`config.mk`:
```
export PLATFORM = sky130hd
export DESIGN_NAME = data_reshuffler_stream
export DESIGN_NICKNAME = d
export VERILOG_FILES = /design/src/rtl/data_reshuffler_stream.sv
export SDC_FILE = /design/constraint.sdc
export NUM_CORES = 2
export LEC_CHECK = 0
export BUFFER_PORTS_ARGS = -buffer_cell sky130_fd_sc_hd__buf_4
export CORE_MARGIN = 5
export CORE_UTILIZATION = 30
export CTS_BUF_LIST = sky130_fd_sc_hd__clkbuf_16
export DETAILED_ROUTE_END_ITERATION = 7
export PLACE_DENSITY_LB_ADDON = 0.08
export SLEW_MARGIN = 5
export SYNTH_ARGS = -nofsm -noshare
export SYNTH_HDL_FRONTEND = slang
export SYNTH_SLANG_ARGS = --single-unit
```
`constraint.sdc`:
```
create_clock -name clk_i -period 77 [get_ports clk_i]
set_input_delay 7.7 -clock clk_i [delete_from_list [all_inputs] [get_ports clk_i]]
set_output_delay 7.7 -clock clk_i [all_outputs]
set_load 0.02 [all_outputs]
```
`src/rtl/data_reshuffler_stream.sv`:
```
// Streaming tile reshuffler: bypass/transpose/row-reverse/column-reverse, output FIFO, CSR-framed jobs.
// Optional stall counter enabled by defining DATA_RESHUFFLER_STREAM_PERF_EN.
module data_reshuffler_stream #(
    parameter int unsigned SpatPar   = 8,
    parameter int unsigned DataWidth = 64,
    parameter int unsigned Elems     = DataWidth / SpatPar,
    parameter int unsigned FifoDepth = 2,
    parameter int unsigned CntWidth  = 32
) (
    input  logic                           clk_i,
    input  logic                           rst_i,
    input  logic [SpatPar*DataWidth-1:0]   a_i,
    input  logic                           a_valid_i,
    output logic                           a_ready_o,
    output logic [SpatPar*DataWidth-1:0]   z_o,
    output logic                           z_valid_o,
    input  logic                           z_ready_i,
    input  logic [1:0]                     csr_mode_i,
    input  logic [CntWidth-1:0]            csr_num_blocks_i,
    input  logic                           csr_valid_i,
    output logic                           csr_ready_o,
    output logic                           busy_o,
    output logic [CntWidth-1:0]            perf_stall_o
);

    localparam int unsigned TileW = SpatPar * DataWidth;
    localparam int unsigned PtrW  = (FifoDepth > 1) ? $clog2(FifoDepth) : 1;
    localparam int unsigned OccW  = $clog2(FifoDepth + 1);

    localparam logic [1:0] ModeTranspose = 2'd1;
    localparam logic [1:0] ModeRowRev    = 2'd2;
    localparam logic [1:0] ModeColRev    = 2'd3;

    typedef enum logic [1:0] {
        ST_IDLE,
        ST_BUSY,
        ST_DRAIN
    } state_e;

    state_e              state_q;
    logic [1:0]          mode_q;
    logic [CntWidth-1:0] num_blocks_q;
    logic [CntWidth-1:0] beat_q;
    logic [CntWidth-1:0] beat_inc_c;

    logic [TileW-1:0]    perm_c;
    logic [TileW-1:0]    mem_q [FifoDepth];
    logic [TileW-1:0]    last_q;
    logic [PtrW-1:0]     wr_ptr_q;
    logic [PtrW-1:0]     rd_ptr_q;
    logic [OccW-1:0]     occ_q;
    logic [OccW-1:0]     occ_d;
    logic                full_c;
    logic                empty_c;
    logic                push_c;
    logic                pop_c;

    // Element permutation selected by the mode latched for the current job
    for (genvar i = 0; i < SpatPar; i++) begin : g_row
        for (genvar j = 0; j < SpatPar; j++) begin : g_col
            localparam int unsigned Dst = (i * SpatPar + j) * Elems;
            localparam int unsigned Tr  = (j * SpatPar + i) * Elems;
            localparam int unsigned Rr  = ((SpatPar - 1 - i) * SpatPar + j) * Elems;
            localparam int unsigned Cr  = (i * SpatPar + (SpatPar - 1 - j)) * Elems;
            assign perm_c[Dst +: Elems] =
                (mode_q == ModeTranspose) ? a_i[Tr +: Elems] :
                (mode_q == ModeRowRev)    ? a_i[Rr +: Elems] :
                (mode_q == ModeColRev)    ? a_i[Cr +: Elems] :
                                            a_i[Dst +: Elems];
        end
    end

    function automatic logic [PtrW-1:0] next_ptr(input logic [PtrW-1:0] p);
        return (p == PtrW'(FifoDepth - 1)) ? '0 : p + PtrW'(1);
    endfunction

    assign full_c      = (occ_q == OccW'(FifoDepth));
    assign empty_c     = (occ_q == '0);
    assign pop_c       = !empty_c && z_ready_i;
    assign a_ready_o   = (state_q == ST_BUSY) && (!full_c || z_ready_i);
    assign push_c      = a_valid_i && a_ready_o;
    assign z_valid_o   = !empty_c;
    assign z_o         = empty_c ? last_q : mem_q[rd_ptr_q];
    assign csr_ready_o = (state_q == ST_IDLE);
    assign busy_o      = (state_q != ST_IDLE);
    assign beat_inc_c  = beat_q + CntWidth'(1);

    always_comb begin
        occ_d = occ_q;
        if (push_c && !pop_c) begin
            occ_d = occ_q + OccW'(1);
        end else if (!push_c && pop_c) begin
            occ_d = occ_q - OccW'(1);
        end
    end

    // Job control: configuration is only taken while idle
    always_ff @(posedge clk_i) begin
        if (rst_i) begin
            state_q      <= ST_IDLE;
            mode_q       <= '0;
            num_blocks_q <= '0;
            beat_q       <= '0;
        end else begin
            unique case (state_q)
                ST_IDLE: begin
                    if (csr_valid_i) begin
                        mode_q       <= csr_mode_i;
                        num_blocks_q <= csr_num_blocks_i;
                        beat_q       <= '0;
                        if (csr_num_blocks_i != '0) begin
                            state_q <= ST_BUSY;
                        end
                    end
                end
                ST_BUSY: begin
                    if (push_c) begin
                        beat_q <= beat_inc_c;
                        if (beat_inc_c == num_blocks_q) begin
                            state_q <= ST_DRAIN;
                        end
                    end
                end
                ST_DRAIN: begin
                    if (occ_d == '0) begin
                        state_q <= ST_IDLE;
                    end
                end
                default: state_q <= ST_IDLE;
            endcase
        end
    end

    always_ff @(posedge clk_i) begin
        if (rst_i) begin
            wr_ptr_q <= '0;
            rd_ptr_q <= '0;
            occ_q    <= '0;
            last_q   <= '0;
        end else begin
            occ_q <= occ_d;
            if (push_c) begin
                wr_ptr_q <= next_ptr(wr_ptr_q);
            end
            if (pop_c) begin
                last_q   <= mem_q[rd_ptr_q];
                rd_ptr_q <= next_ptr(rd_ptr_q);
            end
        end
    end

    // Storage needs no reset: occupancy gates every read
    always_ff @(posedge clk_i) begin
        if (push_c) begin
            mem_q[wr_ptr_q] <= perm_c;
        end
    end

`ifdef DATA_RESHUFFLER_STREAM_PERF_EN
    logic [CntWidth-1:0] stall_q;

    always_ff @(posedge clk_i) begin
        if (rst_i) begin
            stall_q <= '0;
        end else if ((state_q == ST_IDLE) && csr_valid_i) begin
            stall_q <= '0;
        end else if (z_valid_o && !z_ready_i && (stall_q != '1)) begin
            stall_q <= stall_q + CntWidth'(1);
        end
    end

    assign perf_stall_o = stall_q;
`else
    assign perf_stall_o = '0;
`endif

endmodule

```
==> results.cfg <==
[hold_path]
hold_depth = 2
whs_endpoint = num_blocks_q[26]
worstHoldStart = num_blocks_q[26]
min_path_type = reg -> reg

[global_routing]
grt_pass1_wl_um = 389000
grt_start_max_net_pins = 161
grt-ovfl-total = 0
grt_util_all_layers_pct = 20.1
antenna_found_initial = 64
first_global_vias = 51300

[power]
power_frac_clock_pct = 26.7
p_total_mw = 3.37
peakVddDrop_mv = 0.0268
pwr_density_cell_nw_per_um2 = 36.0
seq_power_share_pct = 32.1
switching_share_pct = 37.4
intPower_mw = 2.11
comb_power_share_pct = 41.2
p_leak_nw = 33.2
switchingPower_mw = 1.26

[critical_path]
critPathLaunchType = input port
worst_path_max_delay_cell = nor2b_1
cp_num_buf_inv = 2
r2r_slack_ps = 70420
path_delay_family = simple AND/OR/NAND/NOR gates
r2r-start = mode_q[1]
reg2reg_to = mem_q[0][511]
arrival_ps = 8350
cp_max_fo = 5
worstPathRequired_ps = 69300
crit_chain = buf_4, nor2b_1, nor2_1, buf_4
critPathMaxStageDelay_ps = 260
cpMostUsedCell = buf_4
crit_path_end_kind = output port
rr_worst_depth = 9
critPathKind = in -> out

[finish]
multi_input_area_um2 = 31800
n_fill_cell = 24400
layout-drive-gt1-share_pct = 41.5
final_common_cell = buf_4
seq_area_um2 = 42500
fin_cells = 10200
fin_nets = 7244
final_cell_mix = 1130 x buf_4, 1126 x nor2_1, 1024 x mux2_2, 1024 x edfxtp_1, 582 x dfxtp_1
syn2layout_area_growth_pct = 22.9
stdcell_area_um2 = 93500

[timing]
worst_pin_slew_ps = 1270
hold_viol = 0
period_needed_ps = 16050
relSlewSlack_pct = 15.5
fin_crit_sh_pct = 20.8
worst_slack_ps = 60950
final_max_slew_viol_count = 0
rsz0062_at_grt = false
max_freq_mhz = 62.3
setup-tns-final_ps = 0
final-setup-viol-count = 0
clock_skew_ps = 53.5

[run]
maxCapViolCount = 0

[clock_network]
cts_max_path_buffers = 3
clkSlewWorstSetupHoldPaths_ps = 60
cts_tree = done
insertion_delay_ps = 840
cts_sinks = 1609
htreeDepth = 4
cts_buffers = 192
hold_buffers = 0
cts-root-buf = clkbuf_16
ctsResizeCount = 0
postCtsSetupRepairBufs = 0

[drt]
wirelength_um = 276000
wire_per_inst_um = 26.9
detail_route.vias_per_cell = 5.04
dr.first_iter.drc_count = 3417
drc_errors = 0
antenna_left = 0
dr.pass1.iters = 5
vias = 51600

[die]
pin_count = 1099
dieArea_um2 = 264000
start_util_pct = 30.2
die_h_um = 514
fp.coreArea_um2 = 252000
die_x_um = 514
rows = 184

[synthesis]
avgSynthCellArea_um2 = 13.1
netlist_instances = 5797
yosysSeqAreaShare_pct = 55.8
yosysUniqueCellTypes = 56
synth_ff_type = edfxtp_1
synth.ff_latch_count = 1609
ys_warn_count = 0
synth_edf_count = 1024
syn-cell-area_um2 = 76100
synthArstFlopShare_pct = 0

[place]
gp_congestion = 0.833
dpl-instance-area_um2 = 87100
place.port_buffers = 1066
dp.cells = 9844
place_ws_ps = 60950
hpwl_um = 192000

[outcome]
status = finished, final reports clean
-- state kept, by name, summed over array words and instances, names as in the netlist, named ones only --
register,count
wr_ptr_q,1
mem_q,1024
mode_q,2
occ_q,2
rd_ptr_q,1
last_q,512
num_blocks_q,32
beat_q,32
state_q,2
-- stage by stage --
stage               util, %  hold slack, ps
floorplan                 -             448
global placement       34.6             465
detailed placement     34.6             466
CTS                    37.1             474
global route           37.1             493
finish                 37.1             467
-- per-layer routing --
metal  vias up  routed length, um  track usage (%)
met2      1480             131000             33.1
met4        46               4920             4.20
met3       345              22100             6.46
li1      23400                  -                -
met1     26400             117000             26.0
met5         -                286                0
-- logic make-up (layout without fill, tap and decap cells) --
kind of cell / Yosys count / in the layout / synth area share (%)
XOR/XNOR: 51 / 51 / 0.587
adder cells (fa/ha/maj): 3 / 3 / 0.0493
other: 1 / 60 / 0.00493
multiplexers: 1604 / 1604 / 29.1
flip-flops: 1609 / 1609 / 55.8
AO/OA/AOI/OAI: 191 / 191 / 1.35
AND/OR/NAND/NOR: 1858 / 1858 / 10.5
buffers and inverters: 480 / 1512 / 2.61
-- cells in the mapped netlist (3+ instances only) --
library cell / number / share of area (%)
nor2_1: 1127 / 5.6
and3_1: 3 / 0.025
a31oi_1: 6 / 0.049
nand2_1: 110 / 0.54
nand3_1: 14 / 0.092
or4_2: 3 / 0.035
or3_1: 11 / 0.090
buf_4: 35 / 0.35
or2_2: 3 / 0.025
dfxtp_1: 585 / 15
nand3b_1: 7 / 0.069
and2_1: 4 / 0.033
a211oi_1: 5 / 0.049
xor2_1: 12 / 0.14
a21oi_1: 135 / 0.89
mux4_2: 384 / 11
clkbuf_1: 332 / 1.6
nor2b_1: 5 / 0.041
a311oi_1: 3 / 0.035
mux2i_1: 196 / 2.6
clkbuf_8: 5 / 0.090
o21ai_0: 30 / 0.20
nor4_1: 15 / 0.12
nor3_1: 521 / 3.4
mux2_2: 1024 / 15
inv_1: 7 / 0.035
buf_1: 99 / 0.49
nand2b_1: 4 / 0.033
xnor2_1: 39 / 0.45
ha_1: 3 / 0.049
or4_1: 5 / 0.049
nand4_1: 11 / 0.090
edfxtp_1: 1024 / 40
-- power groups by stage --
| stage | combinational, mW | sequential (mW) | clock [mW] |
|---|---|---|---|
| final | 1.39 | 1.08 | 0.900 |
| after global routing | 1.48 | 1.09 | 0.964 |
| after CTS | 1.42 | 1.08 | 0.930 |
| after detailed placement | 1.41 | 1.10 | 0 |
| after global placement | 1.41 | 1.10 | 0 |
| after floorplan | 0.810 | 1.11 | 0 |
-- area by class of cell --
| cell class | instances | area share [%] |
|---|---|---|
| multi-input cells | 3739 | 34.0 |
| repair buffers | 1140 | 9.28 |
| diodes | 28 | 0.0749 |
| inverters | 8 | 0.0401 |
| well taps | 3348 | 4.48 |
| clock inverters | 169 | 1.50 |
| flip-flops and latches | 1609 | 45.4 |
| clock buffers | 195 | 5.22 |
-- worst max-delay path by stage --
stage               startpoint     endpoint  slack, ps  cells past startpoint
floorplan            a_valid_i  mem_q[0][0]      45890                      5
finish               z_ready_i    a_ready_o      60950                      4
detailed placement   z_ready_i    a_ready_o      60950                      4
global placement     z_ready_i    a_ready_o      60950                      4
global route         z_ready_i    a_ready_o      60840                      4
CTS                  z_ready_i    a_ready_o      60960                      4
-- worst reg2reg max path, stage by stage (launching register included) --
cell	delay (ps)
dfxtp_4	850
buf_4	710
buf_4	870
buf_4	830
buf_4	830
buf_4	790
buf_4	780
nor2_1	130
a21oi_1	420
buf_4	230
No activity file was read; power rests on OpenSTA's default activity.
